## src/rtl/steer_en_ctrl.sv

```systemverilog
// steer_en_ctrl: rider-presence and warning-source controller feeding the
// piezo driver.
//   clk, rst           : clock, synchronous active-high reset
//   lft_ld, rght_ld    : left/right load cells, unsigned 12-bit
//   vbatt              : battery reading, unsigned 12-bit
//   duty               : motor duty, two's complement 12-bit
//   steer_en_tmr_full  : settle timer expired (timer lives in the piezo block)
//   en_steer           : steering enabled
//   rider_off          : no rider present
//   steer_en_clr_tmr   : one-cycle pulse per clear request (stays high if back-to-back)
//   batt_low           : debounced battery-low warning level
//   ovr_spd            : overspeed warning level with hysteresis
// All outputs are flops.
module steer_en_ctrl #(
  parameter logic [11:0] MIN_RIDER_WT  = 12'h200,
  parameter logic [11:0] WT_HYST       = 12'h040,
  parameter logic [11:0] BATT_THRES    = 12'h800,
  parameter logic [11:0] BATT_HYST     = 12'h020,
  parameter int          DB_CNT        = 8,
  parameter logic [11:0] OVR_SPD_THRES = 12'd1536,
  parameter logic [11:0] SPD_HYST      = 12'd64
) (
  input  logic        clk,
  input  logic        rst,
  input  logic [11:0] lft_ld,
  input  logic [11:0] rght_ld,
  input  logic [11:0] vbatt,
  input  logic [11:0] duty,
  input  logic        steer_en_tmr_full,
  output logic        en_steer,
  output logic        rider_off,
  output logic        steer_en_clr_tmr,
  output logic        batt_low,
  output logic        ovr_spd
);

  typedef enum logic [1:0] {IDLE = 2'd0, WAIT = 2'd1, STEER = 2'd2} state_t;

  state_t state, nxt;
  logic   clr_req;

  // ---------------- load-cell arithmetic ----------------
  logic [12:0] sum;
  logic [11:0] diff;
  logic [13:0] diff_x4;
  logic [16:0] diff_x16;
  logic [16:0] sum_x15;
  logic        diff_gt_q, diff_gt_15_16, on, off;

  assign sum      = {1'b0, lft_ld} + {1'b0, rght_ld};
  assign diff     = (lft_ld >= rght_ld) ? (lft_ld - rght_ld) : (rght_ld - lft_ld);
  assign diff_x4  = {diff, 2'b00};
  assign diff_x16 = {1'b0, diff, 4'b0000};
  assign sum_x15  = {4'b0000, sum} * 17'd15;

  assign diff_gt_q     = diff_x4 > {1'b0, sum};
  assign diff_gt_15_16 = diff_x16 > sum_x15;
  // Between the two thresholds neither fires, so the FSM holds.
  assign on  = sum > {1'b0, MIN_RIDER_WT};
  assign off = sum < {1'b0, MIN_RIDER_WT - WT_HYST};

  // ---------------- rider FSM ----------------
  always_comb begin
    nxt     = state;
    clr_req = 1'b0;
    case (state)
      IDLE: begin
        if (on) begin
          nxt     = WAIT;
          clr_req = 1'b1;
        end
      end
      WAIT: begin
        if (off) begin
          nxt = IDLE;
        end else if (diff_gt_q) begin
          // keep the settle timer pinned at zero while unbalanced
          clr_req = 1'b1;
        end else if (steer_en_tmr_full) begin
          nxt = STEER;
        end
      end
      STEER: begin
        if (off) begin
          nxt = IDLE;
        end else if (diff_gt_15_16) begin
          nxt     = WAIT;
          clr_req = 1'b1;
        end
      end
      default: nxt = IDLE;
    endcase
  end

  // Outputs decoded from the next state so they land in the same cycle as
  // the state update.
  always_ff @(posedge clk) begin
    if (rst) begin
      state            <= IDLE;
      en_steer         <= 1'b0;
      rider_off        <= 1'b1;
      steer_en_clr_tmr <= 1'b0;
    end else begin
      state            <= nxt;
      en_steer         <= (nxt == STEER);
      rider_off        <= (nxt == IDLE);
      steer_en_clr_tmr <= clr_req;
    end
  end

  // ---------------- battery-low debounce ----------------
  logic [7:0]  db_cnt;
  logic [12:0] batt_clr_lvl;
  logic        below, above, batt_cond;

  assign batt_clr_lvl = {1'b0, BATT_THRES} + {1'b0, BATT_HYST};
  assign below        = vbatt < BATT_THRES;
  assign above        = {1'b0, vbatt} >= batt_clr_lvl;
  // The condition being debounced is whichever would flip the current level.
  assign batt_cond    = batt_low ? above : below;

  always_ff @(posedge clk) begin
    if (rst) begin
      db_cnt   <= 8'd0;
      batt_low <= 1'b0;
    end else if (!batt_cond) begin
      db_cnt <= 8'd0;
    end else if (db_cnt == 8'(DB_CNT - 1)) begin
      batt_low <= ~batt_low;
      db_cnt   <= 8'd0;
    end else if (db_cnt != 8'hFF) begin
      db_cnt <= db_cnt + 8'd1;
    end
  end

  // ---------------- overspeed ----------------
  // Two's-complement negate of -2048 yields 12'h800, which reads as 2048
  // when treated as unsigned: exactly the magnitude wanted.
  logic [11:0] mag;
  assign mag = duty[11] ? (~duty + 12'd1) : duty;

  always_ff @(posedge clk) begin
    if (rst) begin
      ovr_spd <= 1'b0;
    end else if (mag > OVR_SPD_THRES) begin
      ovr_spd <= 1'b1;
    end else if (mag <= (OVR_SPD_THRES - SPD_HYST)) begin
      ovr_spd <= 1'b0;
    end
  end

endmodule

```

## config.mk

```make
export PLATFORM = sky130hd
export DESIGN_NAME = steer_en_ctrl
export DESIGN_NICKNAME = d
export VERILOG_FILES = /design/src/rtl/steer_en_ctrl.sv
export SDC_FILE = /design/constraint.sdc
export NUM_CORES = 1
export LEC_CHECK = 0
export ABC_CLOCK_PERIOD_IN_PS = 6800
export CAP_MARGIN = 20
export CORE_MARGIN = 5
export CORE_UTILIZATION = 31
export CTS_BUF_LIST = sky130_fd_sc_hd__clkbuf_4
export DETAILED_ROUTE_END_ITERATION = 12
export GPL_TIMING_DRIVEN = 0
export PLACE_DENSITY_LB_ADDON = 0.2
export SKIP_CTS_REPAIR_TIMING = 1
export SLEW_MARGIN = 40
export SYNTH_ARGS = -nofsm -noshare
export SYNTH_HDL_FRONTEND = slang
export SYNTH_SLANG_ARGS = --single-unit
```

## constraint.sdc

```tcl
create_clock -name clk -period 6.8 [get_ports clk]
set_clock_uncertainty 0.05 [all_clocks]
set_input_delay 0.68 -clock clk [delete_from_list [all_inputs] [get_ports clk]]
set_output_delay 0.68 -clock clk [all_outputs]
set_load 0.02 [all_outputs]
```

# [Yosys cells after proc, flatten, opt, wreduce, memory -nomap -nowiden]
# Cells that the tools add are included.
[totals] out_inout_bits=5 wordCells=53 inputBits=51 register_bits=15
[op_classes] muxes=18 reduce_logical=5 n_mul=1 order_cmp=9 n_addsub=5 bitwise=3 eq_ne=5
[op_table] op="$mux 12" count=2
[op_table] op="$sub 12x12->12" count=2
[op_table] op="$gt 16x17->1" count=1
[op_table] op="$mul 13x4->17 const B" count=1
[op_table] op="$gt 14x13->1" count=1
[op_table] op="$add 12x12->13" count=1
[op_table] op="$gt 13x10->1 const B" count=1
[op_table] op="$lt 13x9->1 const B" count=1
[op_table] op="$add 12x1->12 const B" count=1
[op_table] op="$ge 12x12->1" count=1
[op_table] op="$ge 12x12->1 const B" count=1
[op_table] op="$gt 12x11->1 const B" count=1
[op_table] op="$le 12x11->1 const B" count=1
[op_table] op="$lt 12x12->1 const B" count=1
[op_table] op="$mux 2" count=6
[op_table] op="$not 12->12" count=1
[op_table] op="$add 8x1->8 const B" count=1
[op_table] op="$eq 8x3->1 const B" count=1
[op_table] op="$mux 1" count=8
[op_table] op="$ne 8x8->1 const B" count=1
[op_table] op="$pmux 2 s3" count=1
[op_table] op="$eq 2x2->1 const B" count=2
[op_table] op="$logic_not 2->1" count=2
[op_table] op="$pmux 1 s3" count=1
[op_table] op="other kinds (5)" count=6

# [Longest topological paths before layout]
[logic_depth] ltp_word=7 ltp_mapped=31 ltp_nobuf=31

# [Worst setup path before layout]
# OpenSTA, ideal clock, no wires.
[synth_timing] kind="input -> register" start="in lft_ld[1]" end="reg en_steer" setup_time_ns=0.103 n_path_buf=0 setup_slack_ns=0.421 t_required_ns=6.647 path_stages=29 arrival_ns=6.226 path_cell_list="inv_1 > ha_1 > nor2b_1 > nor2_1 > nor2_1 > nor2_1 > xnor2_1 > fa_1 > fa_1 > inv_1 > ha_1 > a21oi_1 > o21bai_1 > a21oi_1 > o21bai_1 > a21oi_1 > o211ai_1 > a31o_2 > a21oi_1 > xor2_1 > ha_1 > nand4_1 > nor4_1 > nor3_1 > nand3_1 > nand2_1 > a2111oi_2 > a41oi_1 > a2111oi_2"
[synth_via] elab_chain_cells=7 word_cells_on_any_way=17 classes_between="add/sub (3); mul (1); order compare (5); eq/ne (1); mux (7)"
[synth_rtl] element="start: declaration" line="25" text="input logic [11:0] lft_ld,"
[synth_rtl] element="$add 12x12->13, or another cell as far along" line="50" text="assign sum = {1'b0, lft_ld} + {1'b0, rght_ld};"
[synth_rtl] element="$mul 13x4->17 / $mux 12 (equally long branches)" line="54, 51"
[synth_rtl] element="$gt 16x17->1 / $gt 14x13->1 (equally long branches)" line="57, 56"
[synth_rtl] element="$mux 2 (on tied branches)" line="86, 76"
[synth_rtl] element="$mux 2 (on tied branches)" line="84, 74"
[synth_rtl] element="$pmux 2 s3 (*)" line="66" text="case (state)"
[synth_rtl] element="$eq 2x2->1 (*)" line="105" text="en_steer <= (nxt == STEER);"
[synth_rtl] element="end signal: assignment" line="105"
[synth_rtl] element="end: declaration" line="30" text="output logic en_steer,"
# Mark *: on every way between the ends. The rest lies on a longest branch, timed or not.
# A chain may end at the register's enable or synchronous reset.

# [Worst setup path after layout]
[layout_timing] start="in lft_ld[3]" end="reg en_steer"
# The elaborated chain is that of the path after synthesis.

==> impl_metrics.ini <==
[yosys]
synth_area_mm2 = 0.00484
yosysTopAreaCell = ha_1
synth.most_common_cell = ha_1
synthFlopType = dfxtp_1
ys_async_sr_fraction = 0
syn_nets = 789
ys_seq_elements = 15
synth_area_leaders = ha_1 23%, fa_1 6.6%, inv_1 6.6%
ys_seq_area_frac = 0.0620
syn_inst = 633
synth_edf_count = 0
ys_warn_count = 0
yosysUniqueCellTypes = 69
avgSynthCellArea_um2 = 7.65
synth_commonest_cells = 89 x ha_1, 85 x inv_1, 48 x nor2_1, 47 x a21oi_1, 27 x nand2_1
netlist.area_leader.share = 0.230

[clock_network]
tritoncts = done
numCtsBuffers = 3
clock-sinks = 15
clock_path_buffers = 2
cts_max_level = 1
clkLatencyLatePin_ps = 280
cts-root-buf = clkbuf_4
path_clk_slew_ps = 90

[pwr]
p_int_mw = 1.19
p_leak_nw = 2.83
peakVddDrop_v = 0.000182
netSwitchingPower_mw = 1.35
switching_share = 0.530
p_total_mw = 2.54
p_comb_frac = 0.939
p_seq_frac = 0.041
clkPwrFrac = 0.020
p_per_area_mw_per_mm2 = 405

[global_route]
grtUsageMet2 = 0.248
grt_busiest_layer = met2
grt_max_degree = 11
gr-usage-met1 = 0.175
antenna_found_initial = 0
grt_usage = 0.133
use_met3 = 0.00745
grt_pass1_vias = 4648
grt-ovfl-total = 0
grt_pass1_wl_mm = 20.9

[critical_path]
worstSetupPathType = primary input to flip-flop
r2r_cells = 6
required_ps = 6930
endpoint_kind = flip-flop
max_stage_delay_ps = 510
worst_path_most_repeated_cell = ha_1
crit_fanout = 9
cp-start-kind = primary input
arrival_ps = 6590
slowest_stage = clkdlybuf4s50_1

[timing]
slew_headroom = 0.519
maxClockFrequency_mhz = 155
worst_slew_pin_slew_ps = 717
hold_viol_final = 0
slew_viol_final = 0
post-route-min-period_ps = 6460
whs_ps = 486
setup_viol_count_final = 0
period_share = 0.949

[die]
die_area_mm2 = 0.0182
start_util = 0.317
pin_count = 56
design.core.area_mm2 = 0.0153
die_y_um = 135
row_count = 45
fp.dieW_um = 135

[min_path]
holdPathStages = 2
hold_class = flip-flop to flip-flop

[route]
vias_per_cell = 5.11
ant_nets = 0
first_iter_violations = 217
wl_mm = 13.0
wl_per_cell_um = 14.0
drcViolationCount = 0
drtPass1Iterations = 4
via_count = 4756

[layout]
drive_above_1_share = 0.182
areaGrowthSynthToFinish_pct = 29.7
nets = 876
fin_util = 0.411
antenna_cells = 0

[placed_design]
port_buffers = 50
dp_hpwl_mm = 10.6
gp_congestion = 0.833

[status]
status = finished, final reports clean

[flow_run]
cap_violations = 0
## power by group through the flow
stage                     Sequential [mW]  Combinational [mW]  Clock [mW]
after CTS                           0.105                2.03      0.0544
after floorplan                     0.114                1.54           0
after detailed placement            0.107                2.01           0
after global routing                0.106                2.70      0.0583
after global placement              0.107                1.97           0
final                               0.105                2.39      0.0512
## final timing paths
| path | from | to | slack [ps] |
|---|---|---|---|
| worst min register to register | db_cnt[2] | db_cnt[2] | 490 |
| worst max-delay path | lft_ld[3] | en_steer | 340 |
| worst min-delay path | db_cnt[2] | db_cnt[2] | 490 |
| worst max register to register | state[0] | steer_en_clr_tmr | 4750 |
## layout by cell type, fill, tap and decap left out, types with 8 or more instances in the layout
cell and count:
o21bai_1 8, xnor2_1 22, dfxtp_1 15, nor3_1 10, xor2_1 17, a21oi_1 41
nand2_1 26, inv_1 78, nor2b_1 8, nand3_1 10, clkdlybuf4s50_1 44, ha_1 79
nand4_1 13, nor2_1 45, fa_1 15, buf_4 35, a21o_1 15, nor4_1 9
o21ai_0 22
## flip-flops by register name, summed over array words and instances, names as in the netlist
register and count:
batt_low 1, rider_off 1, en_steer 1, db_cnt 8
state 2, ovr_spd 1, steer_en_clr_tmr 1
## critical path: cells and delay by family
family                     cells  cell delay [ps]
xor gates and xnor gates       3              340
adders and majority gates      4             1460
muxes                          1              280
buffers and inverters          7             1150
and+or+nand+nor                8             1240
AOI/OAI and AO/OA              7             1410
## layout make-up
cell class	instances	area [um^2]
buffer	15	105
clock buffer	3	22.5
clock inverter	1	5.00
fill	1573	8980
inverter	87	339
multi-input combinational	513	4450
sequential	15	300
tap	211	264
timing repair buffer	85	791
## metrics by stage
stage / instances / setup WS, ps / setup TNS, ps / cell area, um^2
after floorplan: 633 / 421 / 0 / 4840
after global placement: 894 / -1050 / -4300 / 5610
after detailed placement: 894 / -1070 / -4450 / 5620
after CTS: 898 / -774 / -2960 / 5650
after global routing: 930 / -35.4 / -49.3 / 6280
final: 930 / 343 / 0 / 6280
## layer usage
layer	share of wire	vias up
met5	0	-
met4	0.0055	0
met3	0.017	8
met2	0.51	62
met1	0.47	2263
li1	-	2423
## cell families (layout without fill, tap and decap cells)
kind of cell | count (synthesis) | after routing | share of synthesized area
xor gates and xnor gates | 48 | 48 | 0.0868
and+or+nand+nor | 174 | 174 | 0.186
buffers and inverters | 105 | 191 | 0.0848
DFF | 15 | 15 | 0.0620
adders and majority gates | 111 | 111 | 0.309
muxes | 10 | 10 | 0.0217
AOI/OAI and AO/OA | 170 | 170 | 0.250
Note: power is estimated with default switching activity, not from simulation.
==> RTL edit 1: new RTL, same flow settings <==
The 3 states of `state_t` get a one-hot encoding in 3 bits.
--- a/src/rtl/steer_en_ctrl.sv
+++ b/src/rtl/steer_en_ctrl.sv
@@ -35,5 +35,5 @@
 );
 
-  typedef enum logic [1:0] {IDLE = 2'd0, WAIT = 2'd1, STEER = 2'd2} state_t;
+  typedef enum logic [2:0] {IDLE = 3'b001, WAIT = 3'b010, STEER = 3'b100} state_t;
 
   state_t state, nxt;
Formal check against the unedited RTL: no difference found for any inputs over 10 cycles, from zero or initial values and one cycle with rst high; not proved beyond that.
==> RTL edit 1 against the unedited design <==
Total power is 11% lower; fmax is 0.31% lower; sequential cell count is 1 higher; worst setup slack worse by 20 ps; synthesized area is 5.9% lower; wire length is 11% lower; final area is 8.6% lower; count of clock-buffer cells in the layout stayed put; non-clock buffer count is 13 lower; highest routed layer unchanged.
==> RTL edit 1: results (changes against the unedited design) <==
status: "completed"
grt_use_total_pct: 12.5  # -0.80 points
yosysWarningCount: 0  # unchanged
yosysUniqueCellTypes: 71  # +2.9%
fillers: 1507  # -4.2%
synth.area.mux_share_pct: 2.44  # +0.27 points
diodes: 0  # unchanged
async_flop_share_pct: 0  # unchanged
route.met3.wl_um: 371  # +66%
synth_compound_area_share_pct: 22.5  # -2.5 points
path_max_fanout: 5  # -4
hold_class: "flip-flop to flip-flop"
synth_area_leaders: "ha_1 (23%), dfxtp_1 (7.0%), fa_1 (7.0%)"
route.top_layer_used: "met4"
dp.cells: 812  # -9.2%
drive_gt1_share_pct: 13.7  # -4.5 points
grt_pass1_wl_mm: 19.1  # -8.2%
yosysSeqAreaShare_pct: 7.03  # +0.83 points
place_area_mm2: 0.00530  # -5.8%
grt_max_degree: 11  # unchanged
slew_headroom_pct: 51.4  # -0.52 points
cts_buffers: 3  # unchanged
yosys-top-cells-count: "ha_1 (85), inv_1 (74), a21oi_1 (41)"
drv_cap: 0  # unchanged
top_regs: "db_cnt: 8 flops, state: 3 flops"
wl_met2_mm: 5.57  # -16%
drtIter0Drc: 131  # -40%
p_leak_uw: 0.00267  # -5.4%
path_delay_family: "compound AO/OA/AOI/OAI gates"
ir_drop_v: 0.000203  # +11%
htreeDepth: 1  # unchanged
vias: 4299  # -9.6%
dp_hpwl_mm: 9.50  # -10%
drt-met1-wl_mm: 5.46  # -10%
slowest_delay_ps: 440  # -70 ps
synth_cells: 579  # -8.5%
synth_xor_area_share_pct: 11.4  # +2.7 points
synth_nets: 731  # -7.4%
wl_per_cell_um: 13.8  # -1.3%
gp_congestion: 0.825  # -0.98%
critPathArrivalTime_ps: 6600  # about the same
portBuffers: 49  # -2.0%
cp_slowest_cell: "fa_1"
final_cell_count_no_fill: 839  # -9.8%
synthAdderAreaFrac_pct: 31.0  # +0.17 points
RTL edit 1: cell types whose count changed after synthesis, moves of 7 or more:
| cell | before | now |
|---|---|---|
| a21o_1 | 16 | 7 |
| inv_1 | 85 | 74 |
| nand3_1 | 11 | 19 |
| nand4_1 | 13 | 6 |
| nor2_1 | 48 | 38 |
| nor3_1 | 14 | 6 |
| o21ai_0 | 26 | 34 |
RTL edit 1: layer usage:
metal / vias to the layer above / global-route usage (%)
met3: 14 / 1.22
met5: - / 0
met1: 1995 / 16.2
li1: 2196 / -
met4: 0 / 2.60
met2: 94 / 22.5
RTL edit 1: power breakdown:
| part | switching (µW) | internal (µW) |
|---|---|---|
| sequential | 5.53 | 102 |
| combinational | 1150 | 956 |
| clock | 28.1 | 20.5 |
RTL edit 1: stage by stage:
step	total power [µW]	setup WS, ps
after floorplan	1620	536
after global placement	2060	-784
after detailed placement	2090	-931
after CTS	2160	-614
after global routing	2550	-33.4
final	2260	323
RTL edit 1: cell type report:
class	count	area (µm²)	share of cell area [%]
flip-flops and latches	16	320	5.58
repair buffers	73	676	11.8
well taps	184	230	4.01
inverters	74	278	4.84
clock buffers	3	22.5	0.393
plain buffers	14	87.6	1.53
multi-input cells	475	4120	71.9
RTL edit 1: worst paths after layout:
check	start	to	slack, ps	cells past startpoint
max	lft_ld[1]	state[1]$_SDFF_PP0_	320	31
min	db_cnt[1]$_SDFFE_PP0P_	db_cnt[1]$_SDFFE_PP0P_	490	2
max reg2reg	state[1]$_SDFF_PP0_	state[1]$_SDFF_PP0_	5100	4
min reg2reg	db_cnt[1]$_SDFFE_PP0P_	db_cnt[1]$_SDFFE_PP0P_	490	2
==> RTL edit 2: new RTL, same flow settings <==
Made on the original files. The parameter `MIN_RIDER_WT` goes from 12'h200 to 12'h100.
--- a/src/rtl/steer_en_ctrl.sv
+++ b/src/rtl/steer_en_ctrl.sv
@@ -13,5 +13,5 @@
 // All outputs are flops.
 module steer_en_ctrl #(
-  parameter logic [11:0] MIN_RIDER_WT  = 12'h200,
+  parameter logic [11:0] MIN_RIDER_WT  = 12'h100,
   parameter logic [11:0] WT_HYST       = 12'h040,
   parameter logic [11:0] BATT_THRES    = 12'h800,
Behaviour: not the same (Yosys sat finds a counterexample within 4 cycles, from zero or initial values and one cycle with rst high).
==> RTL edit 2 against the unedited design <==
Total power up 10%; synthesized area down 3.6%; wire length down 9.3%; worst hold slack better by 8.5 ps; fmax down 2.7%; sequential cell count unchanged; global-route usage down 0.69 points; final area down 2.8%; non-clock buffer count down 2; worst setup slack worse by 180 ps; register-to-register slack better by 130 ps; largest cell class unchanged.
==> RTL edit 2: results (changes against the unedited design) <==
status: "completed"
drtIter0Drc: 142  # -35%
worstReg2RegEnd: "rider_off$_SDFF_PP1_"
ir_drop_v: 0.000279  # +53%
first_global_vias: 4110  # -12%
gp_congestion: 0.861  # +3.3%
synth_compound_area_share_pct: 24.9  # -0.19 points
r2r_slack_ps: 4880  # +130 ps
dp_hpwl_mm: 9.83  # -7.1%
clk_share_pct: 0.451  # +0.013 points
layout.nets: 821  # -6.3%
synth_xor_area_share_pct: 11.8  # +3.1 points
nNonClkBuffers: 98  # -2.0%
yosys-top-cells-count: "ha_1 (90), inv_1 (75), a21oi_1 (42)"
hold_class: "flip-flop to flip-flop"
slowest_delay_ps: 530  # +20 ps
clock_latency_ps: 290
yosysSeqAreaShare_pct: 6.44  # +0.23 points
seq_cells: 15  # unchanged
place_area_mm2: 0.00541  # -3.8%
synth_top_flop_cell: "dfxtp_1"
synth_nets: 731  # -7.4%
grt_use_met2_pct: 22.6  # -2.2 points
worstRegToRegCells: 8  # +2
p_leak_uw: 0.00288  # +1.7%
hold_end: "db_cnt[7]$_SDFFE_PP0P_"
yosysUniqueCellTypes: 83  # +20%
cp_slowest_cell: "or4_4"
synthAdderAreaFrac_pct: 31.9  # +1.0 points
worst_pin_slew_ps: 607  # -110 ps
synth_edf_count: 0  # unchanged
met1_usage_pct: 17.2  # -0.32 points
min_from: "db_cnt[7]$_SDFFE_PP0P_"
multi_input_area_share_pct: 71.3  # +0.42 points
ctsLongestPathBuffers: 2  # unchanged
whs_path_depth: 1  # -1
drive_gt1_share_pct: 19.9  # +1.7 points
nonClkBufAreaFrac_pct: 14.7  # +0.48 points
power_density_mw_per_mm2: 458  # +13%
sh_seq_area_pct: 4.92  # +0.14 points
row_count: 44  # -2.2%
path_max_fanout: 5  # -4
grt_pass1_wl_mm: 19.3  # -7.6%
async_flop_share_pct: 0  # unchanged
synth.area.mux_share_pct: 2.12  # -0.053 points
synth_area_leaders: "ha_1 (24%), fa_1 (6.9%), dfxtp_1 (6.4%)"
use_met3_pct: 0.645  # -0.10 points
wl_mm: 11.8  # -9.3%
fillers: 1476  # -6.2%
multi_input_cells: 469  # -8.6%
grt_use_total_pct: 12.6  # -0.69 points
n_all_inverters: 77  # -11%
vias: 4276  # -10%
RTL edit 2: changes by cell type after synthesis, moves of 7 or more:
cell      unedited run  this run
a211oi_1            10         2
clkbuf_1             9         2
inv_1               85        75
nor2_1              48        40
nor4_1              10         1
nor3_1              14         3
RTL edit 2: metrics by stage:
stage               instances  TNS [ps]  worst slack, ps  hold WS (ps)  power, µW
global placement          808     -5920            -1330           476       2210
CTS                       812     -5030            -1160           502       2360
finish                    847         0              162           494       2800
floorplan                 574         0              181           434       1790
global route              847     -60.1            -60.1           512       3120
detailed placement        808     -6410            -1440           485       2280
RTL edit 2: worst max-delay path: cells and delay by family:
kind,cells,cell delay [ps]
xor+xnor,2,400
simple gates,6,1150
compound gates,12,2270
buf+inv,5,720
fa+ha+maj,5,1610
RTL edit 2: where the power goes:
part / switching, µW / leakage (µW) / internal [µW]
clock: 32.3 / 0.0000177 / 21.9
sequential: 7.63 / 0.000122 / 98.0
combinational: 1390 / 0.00274 / 1240
RTL edit 2: metal layers:
metal	up-vias	routed length (µm)
li1	2194	-
met1	2021	5540
met2	49	5930
met3	12	200
met4	0	104
met5	-	0
RTL edit 2: worst max-delay path by stage:
stage	end	slack [ps]	start	cells past startpoint
3_5_place_dp	rider_off$_SDFF_PP1_	-1440	lft_ld[1]	30
4_1_cts	rider_off$_SDFF_PP1_	-1160	lft_ld[1]	30
2_1_floorplan	rider_off$_SDFF_PP1_	180	lft_ld[0]	31
6_report	rider_off$_SDFF_PP1_	160	rght_ld[4]	30
5_1_grt	rider_off$_SDFF_PP1_	-60	rght_ld[4]	29
3_3_place_gp	rider_off$_SDFF_PP1_	-1330	lft_ld[1]	30
